===== config.mk =====
export PLATFORM = sky130hd
export DESIGN_NAME = freelist
export DESIGN_NICKNAME = d
export VERILOG_FILES = /design/src/rtl/freelist.sv
export SDC_FILE = /design/constraint.sdc
export NUM_CORES = 1
export LEC_CHECK = 0
export CAP_MARGIN = 10
export CORE_ASPECT_RATIO = 1.25
export CORE_UTILIZATION = 40
export CTS_CLUSTER_DIAMETER = 30
export DETAILED_ROUTE_END_ITERATION = 6
export GPL_TIMING_DRIVEN = 0
export SYNTH_ARGS = -nofsm -noshare
export SYNTH_HDL_FRONTEND = slang
export SYNTH_SLANG_ARGS = --single-unit

===== constraint.sdc =====
create_clock -name clock -period 9 [get_ports clock]
set_input_delay 0.9 -clock clock [delete_from_list [all_inputs] [get_ports clock]]
set_output_delay 0.9 -clock clock [all_outputs]
set_load 0.02 [all_outputs]

===== src/rtl/freelist.sv =====
// Physical-register free list for rename: hands out up to two pregs per cycle,
// reclaims old mappings from ROB commits and restores speculative state on redirect.
module freelist #(
   parameter int PREG_NUM = 64,
   parameter int PREG_W   = 6,
   parameter int ARCH_NUM = 32,
   parameter int DEPTH    = PREG_NUM - ARCH_NUM,
   parameter int PTR_W    = 5
) (
   input  logic                clock,
   input  logic                reset_n,
   input  logic                alloc0_req,
   input  logic                alloc1_req,
   output logic                alloc_ready,
   output logic [PREG_W-1:0]   alloc0_prd,
   output logic [PREG_W-1:0]   alloc1_prd,
   output logic [PTR_W:0]      free_count,
   input  logic                commits0_valid,
   input  logic [4:0]          commits0_lrd,
   input  logic [PREG_W-1:0]   commits0_old_prd,
   input  logic                commits1_valid,
   input  logic [4:0]          commits1_lrd,
   input  logic [PREG_W-1:0]   commits1_old_prd,
   input  logic                redirect_valid
);

   // Pointers carry the wrap flag in their MSB, so plain subtraction gives occupancy.
   logic [PREG_W-1:0] entries_q [DEPTH];
   logic [PTR_W:0]    specHead_q, specHead_d;
   logic [PTR_W:0]    archHead_q, archHead_d;
   logic [PTR_W:0]    tail_q, tail_d;

   logic [PTR_W-1:0]  allocIdx1;
   logic [PTR_W-1:0]  writeIdx0;
   logic [PTR_W-1:0]  writeIdx1;
   logic              free0;
   logic              free1;
   logic [1:0]        freeNum;
   logic [1:0]        allocNum;

   assign free_count  = tail_q - specHead_q;
   assign alloc_ready = (free_count >= (PTR_W+1)'(2));

   assign allocIdx1  = specHead_q[PTR_W-1:0] + PTR_W'(alloc0_req);
   assign alloc0_prd = entries_q[specHead_q[PTR_W-1:0]];
   assign alloc1_prd = entries_q[allocIdx1];

   assign free0     = commits0_valid && (commits0_lrd != 5'd0);
   assign free1     = commits1_valid && (commits1_lrd != 5'd0);
   assign freeNum   = {1'b0, free0} + {1'b0, free1};
   assign writeIdx0 = tail_q[PTR_W-1:0];
   assign writeIdx1 = tail_q[PTR_W-1:0] + PTR_W'(free0);

   // Each commit with a destination retires exactly one allocation, so the
   // committed head moves in lockstep with the tail.
   always_comb begin
      allocNum   = 2'd0;
      tail_d     = tail_q + (PTR_W+1)'(freeNum);
      archHead_d = archHead_q + (PTR_W+1)'(freeNum);
      if (alloc_ready && !redirect_valid) begin
         allocNum = {1'b0, alloc0_req} + {1'b0, alloc1_req};
      end
      if (redirect_valid) begin
         specHead_d = archHead_d;
      end else begin
         specHead_d = specHead_q + (PTR_W+1)'(allocNum);
      end
   end

   always_ff @(posedge clock or negedge reset_n) begin
      if (!reset_n) begin
         specHead_q <= '0;
         archHead_q <= '0;
         tail_q     <= {1'b1, {PTR_W{1'b0}}};
      end else begin
         specHead_q <= specHead_d;
         archHead_q <= archHead_d;
         tail_q     <= tail_d;
      end
   end

   // Freed pregs land at the tail; slot 1 follows slot 0 only when slot 0 frees.
   always_ff @(posedge clock or negedge reset_n) begin
      if (!reset_n) begin
         for (int i = 0; i < DEPTH; i++) begin
            entries_q[i] <= PREG_W'(ARCH_NUM + i);
         end
      end else begin
         if (free0) begin
            entries_q[writeIdx0] <= commits0_old_prd;
         end
         if (free1) begin
            entries_q[writeIdx1] <= commits1_old_prd;
         end
      end
   end

endmodule


# After elaboration in Yosys (flattened, before gate mapping)
# Cells that the tools add are included.
# op_classes
n_bitwise	4
reduce_logical	8
addsub	8
n_mux	16
shifts	0
div_mod_pow	0
n_eq_ne	0
multipliers	0
n_lt_le_gt_ge	7
# ops
cell	count
$bwmux 192	2
$mux 192	2
$bmux 6 s5	2
$demux 6 s5	2
$mux 6	7
$ge 6x6->1 const B	4
$not 5->6	4
$add 6x2->6	3
$lt 6x1->1 const B	2
$add 5x1->5	2
$reduce_bool 5->1	2
$ge 6x2->1 const B	1
$sub 6x6->6	1
$logic_and 1x1->1	5
$add 1x1->2	2
$mux 2	1
$logic_not 1->1	1
# totals
latchBits	0
n_memories	0
register_bits	210
romBits	0
wordCells	78
output_inout_bits	19
ramBits	0

# Longest topological paths before layout
# logic_depth
word_depth	10
depth_mapped	14

# Least setup slack after synthesis
# No wires, ideal clock.
# synth_path
path_type	in2reg
startpoint	input port commits0_lrd[0]
endpoint	register entries_q[102] (netlist name)
setup_slack_ps	5188
arrival_time_ps	3688
cell_stages	10
setup_ps	125
t_required_ps	8875
cell_sequence	or4_1 > o21a_1 > buf_6 > buf_6 > ha_1 > ha_1 > inv_1 > a2111o_1 > nor2_1 > mux2_2
# synth_between
elab_chain_cells	10
elab_cells_between_ends	12
# synth_rtl
item	line_no	text
start: declaration	19	input logic [4:0] commits0_lrd,
$reduce_bool 5->1 *	48	assign free0 = commits0_valid && (commits0_lrd != 5'd0);
$logic_and 1x1->1 *	48	
$add 5x1->5	52	assign writeIdx1 = tail_q[PTR_W-1:0] + PTR_W'(free0);
$not 5->6 (implied by the code)	93	entries_q[writeIdx1] <= commits1_old_prd;
$ge 6x6->1 (implied by the code) or $lt 6x1->1 (tied branches)	93	
$logic_and 1x1->1 (implied by the code)	93	
$mux 6 (implied by the code)	93	
$demux 6 s5	93	
$bwmux 192	93	
$mux 192 *	92	if (free1) begin
end signal: indexed assignment	86	entries_q[i] <= PREG_W'(ARCH_NUM + i);
end signal: indexed assignment	90	entries_q[writeIdx0] <= commits0_old_prd;
end signal: indexed assignment	93	
end: declaration	28	logic [PREG_W-1:0] entries_q [DEPTH];
# Every way passes the cells marked *; elsewhere a longest branch is shown, timed or not.

# Worst setup path in the final report
# layout_path
startpoint	input port alloc0_req
endpoint	output port alloc1_prd[2]
# layout_between
elab_chain_cells	5
# layout_rtl
item	line_no	text
start: declaration	12	input logic alloc0_req,
$add 5x1->5	44	assign allocIdx1 = specHead_q[PTR_W-1:0] + PTR_W'(alloc0_req);
$not 5->6 (implied by the code)	46	assign alloc1_prd = entries_q[allocIdx1];
$bmux 6 s5	46	
$mux 6 (implied by the code) (2 in series)	46	
end: declaration	16	output logic [PREG_W-1:0] alloc1_prd,
# Every way passes these cells. The select of a mux whose other input is x is not followed.

==> out/results.tsv <==
metric	value	unit
commonest non-fill, non-tap cell in the layout	mux2_2	
vias in the first global route	11500	
Yosys cell types	70	
CTS HTree Levels	2	
DR pass1 iterations	5	
number of DRC markers in iteration 0	891	
Worst Path Required	8100	ps
max-cap viol count	0	
Slew headroom	24.2	%
CP max stage delay	730	ps
Row Count	78	
Setup Fix Bufs, Post-CTS	0	
final slew viol count	0	
CP startpoint kind	primary input	
GRT overflow	0	
core area	0.0366	mm²
Final ANT Viol Nets	0	
Max IR drop VDD	0.000233	V
post-synth top area share	21.0	%
Final setup viols	0	
Crit path arrival time	4880	ps
Warnings, synthesis	0	
mapped cell area	0.0150	mm²
CTS Root Cell	clkbuf_16	
clock latency on the worst-skew pair	590	ps
Worst-path clk slew	50	ps
DRC Markers	0	
critical path type	primary input to output pin	
slowest cell on the critical path	clkdlybuf4s50_1	
top achievable clock speed	173	MHz
crit path from	alloc0_req	
area leader, netlist	mux2_2	
number of synthesized flops with an enable pin	0	
outcome	finished clean	
I/O pins	48	
Power Total	0.00830	W
area grow syn2layout	21.3	%
fillers	3268	
die area	0.0382	mm²
WL/cell	27.4	µm
first-pass GRT wire length	75600	µm
final hold violation count	0	
Die H	218	µm
total clock buffers created by CTS	56	
Final GP Congestion	0.910	
antenna cells	0	
crit-path cells	clkdlybuf4s50_1, ha_1, ha_1, xor2_1, clkbuf_1, nor2_1, nor2_1, o22ai_1, a211oi_1, clkdlybuf4s50_1	
CTS hold repair buffers	0	
CTS tree	yes	
worst-margin pin slew	1130	ps
Tot GR Track Use	27.3	%
commonest non-fill, non-tap cells in the layout	mux2_2 (279), dfstp_2 (113), mux2i_1 (108), dfrtp_1 (97), nor2_1 (86)	
synthesized area per cell	12.2	µm²
Critical Path Sink Type	output pin	
RSZ-0062 raised after global routing	no	
register area share after synthesis	36.1	%
Starting Density	40.9	%
clk_skew	21.3	ps
worst slack at placement	3380	ps
fin crit share	64.2	%
P_leak	7.49	nW
Die W	175	µm
Cell Pwr Density	458	mW/mm²
vias per inst	5.98	
clock sink count	210	
Mapped Cells	1222	
largest net degree at the start of global routing	92	
detailed placement HPWL	36600	µm
Yosys reg bits	210	
I/O Buffers	47	
CP max FO	10	
share of layout cells above drive strength 1	49.0	%
Final Non-Filler Cells	1857	
final wirelength	50900	µm
Hold Crit Class	primary input to asynchronous set/reset pin	
Cell Count Post-Placement	1751	
via count	11100	
Max clock buf depth	3	
R2R Path Start	specHead_q[1]	
Mapped Nets	1272	
Async SR Flop Fraction	100	%
Final nets	1379	
clock period minus final worst setup slack	5780	ps
Synth area leaders	mux2_2 (21%), dfstp_2 (20%), dfrtp_1 (16%)	
Final WS setup	3220	ps
initial antenna violation count	0	
main flop type after synthesis	dfstp_2	
post-CTS sizing	0	
==> worst paths after layout <==
check	to	slack, ps	cells past startpoint
hold / removal	entries_q[6]	210	1
setup / recovery	alloc1_prd[2]	3220	10
min in group clock	archHead_q[5]	470	1
max in group asynchronous	entries_q[138]	7910	2
hold reg to reg	archHead_q[5]	470	1
setup reg to reg	specHead_q[4]	5200	14
==> layer usage <==
metal	track usage, %	wire, µm	vias to the layer above
met5	0	0	-
met4	18.4	3680	0
met3	4.47	2870	174
met2	45.2	24500	428
met1	32.7	19800	5696
li1	-	-	4814
==> cells in the mapped netlist, types with 5 or more instances <==
library cell,number
mux2_2,279
dfstp_2,113
mux2i_1,108
dfrtp_1,97
nor2_1,86
mux4_2,78
nand2_1,53
clkbuf_1,42
a21oi_1,34
buf_2,34
o21ai_0,27
nand3_4,22
nand3_1,19
a22oi_1,18
ha_1,17
inv_1,16
nand2b_1,13
a211oi_1,12
mux2_1,12
and2_1,11
nand3_2,10
xnor2_1,9
xor2_1,8
nor2b_1,7
nor3_1,7
o22ai_1,7
buf_4,6
o21a_1,5
==> worst max-delay path: cells and delay by family <==
family                   cells  cell delay, ps
buffers and inverters        3            1800
adder cells (fa/ha/maj)      2             550
XOR/XNOR                     1             520
AO/OA/AOI/OAI                2             740
AND/OR/NAND/NOR              2             350
==> final cells by class <==
class	instances	area [µm²]	share of cell area, %
flip-flops and latches	210	5400	29.7
repair buffers	49	531	2.92
plain buffers	95	483	2.66
inverters	19	73.8	0.407
clock inverters	34	489	2.70
multi-input cells	898	9020	49.7
clock buffers	72	1550	8.56
well taps	480	601	3.31
==> where the power goes <==
group / leakage (nW) / switching [W] / internal [W]
logic: 4.16 / 0.00220 / 0.00197
clock network: 0.968 / 0.000668 / 0.00148
registers: 2.37 / 0.000398 / 0.00159
total: 7.49 / 0.00327 / 0.00503
==> cells by family after synthesis <==
kind of cell | after synthesis | synth area share [%]
muxes | 477 | 40.9
and+or+nand+nor | 253 | 10.7
DFF | 210 | 36.1
AOI/OAI and AO/OA | 130 | 5.68
buffers and inverters | 114 | 3.72
adders and majority gates | 21 | 1.96
xor gates and xnor gates | 17 | 0.996
==> metrics by stage <==
stage / util [%] / hold slack (ps) / area [µm²] / setup TNS (ps)
3_3_place_gp: 43.8 / 467 / 16000 / -219590
5_1_grt: 49.6 / 232 / 18100 / 0
6_report: 49.6 / 215 / 18100 / 0
3_5_place_dp: 44.0 / 464 / 16100 / 0
4_1_cts: 49.6 / 215 / 18100 / 0
2_1_floorplan: - / 433 / 15000 / 0
==> registers in the layout (all words and copies together) (netlist names) <==
name,cells
entries_q,192
archHead_q,6
specHead_q,6
tail_q,6
Note: power is estimated with default switching activity, not from simulation.
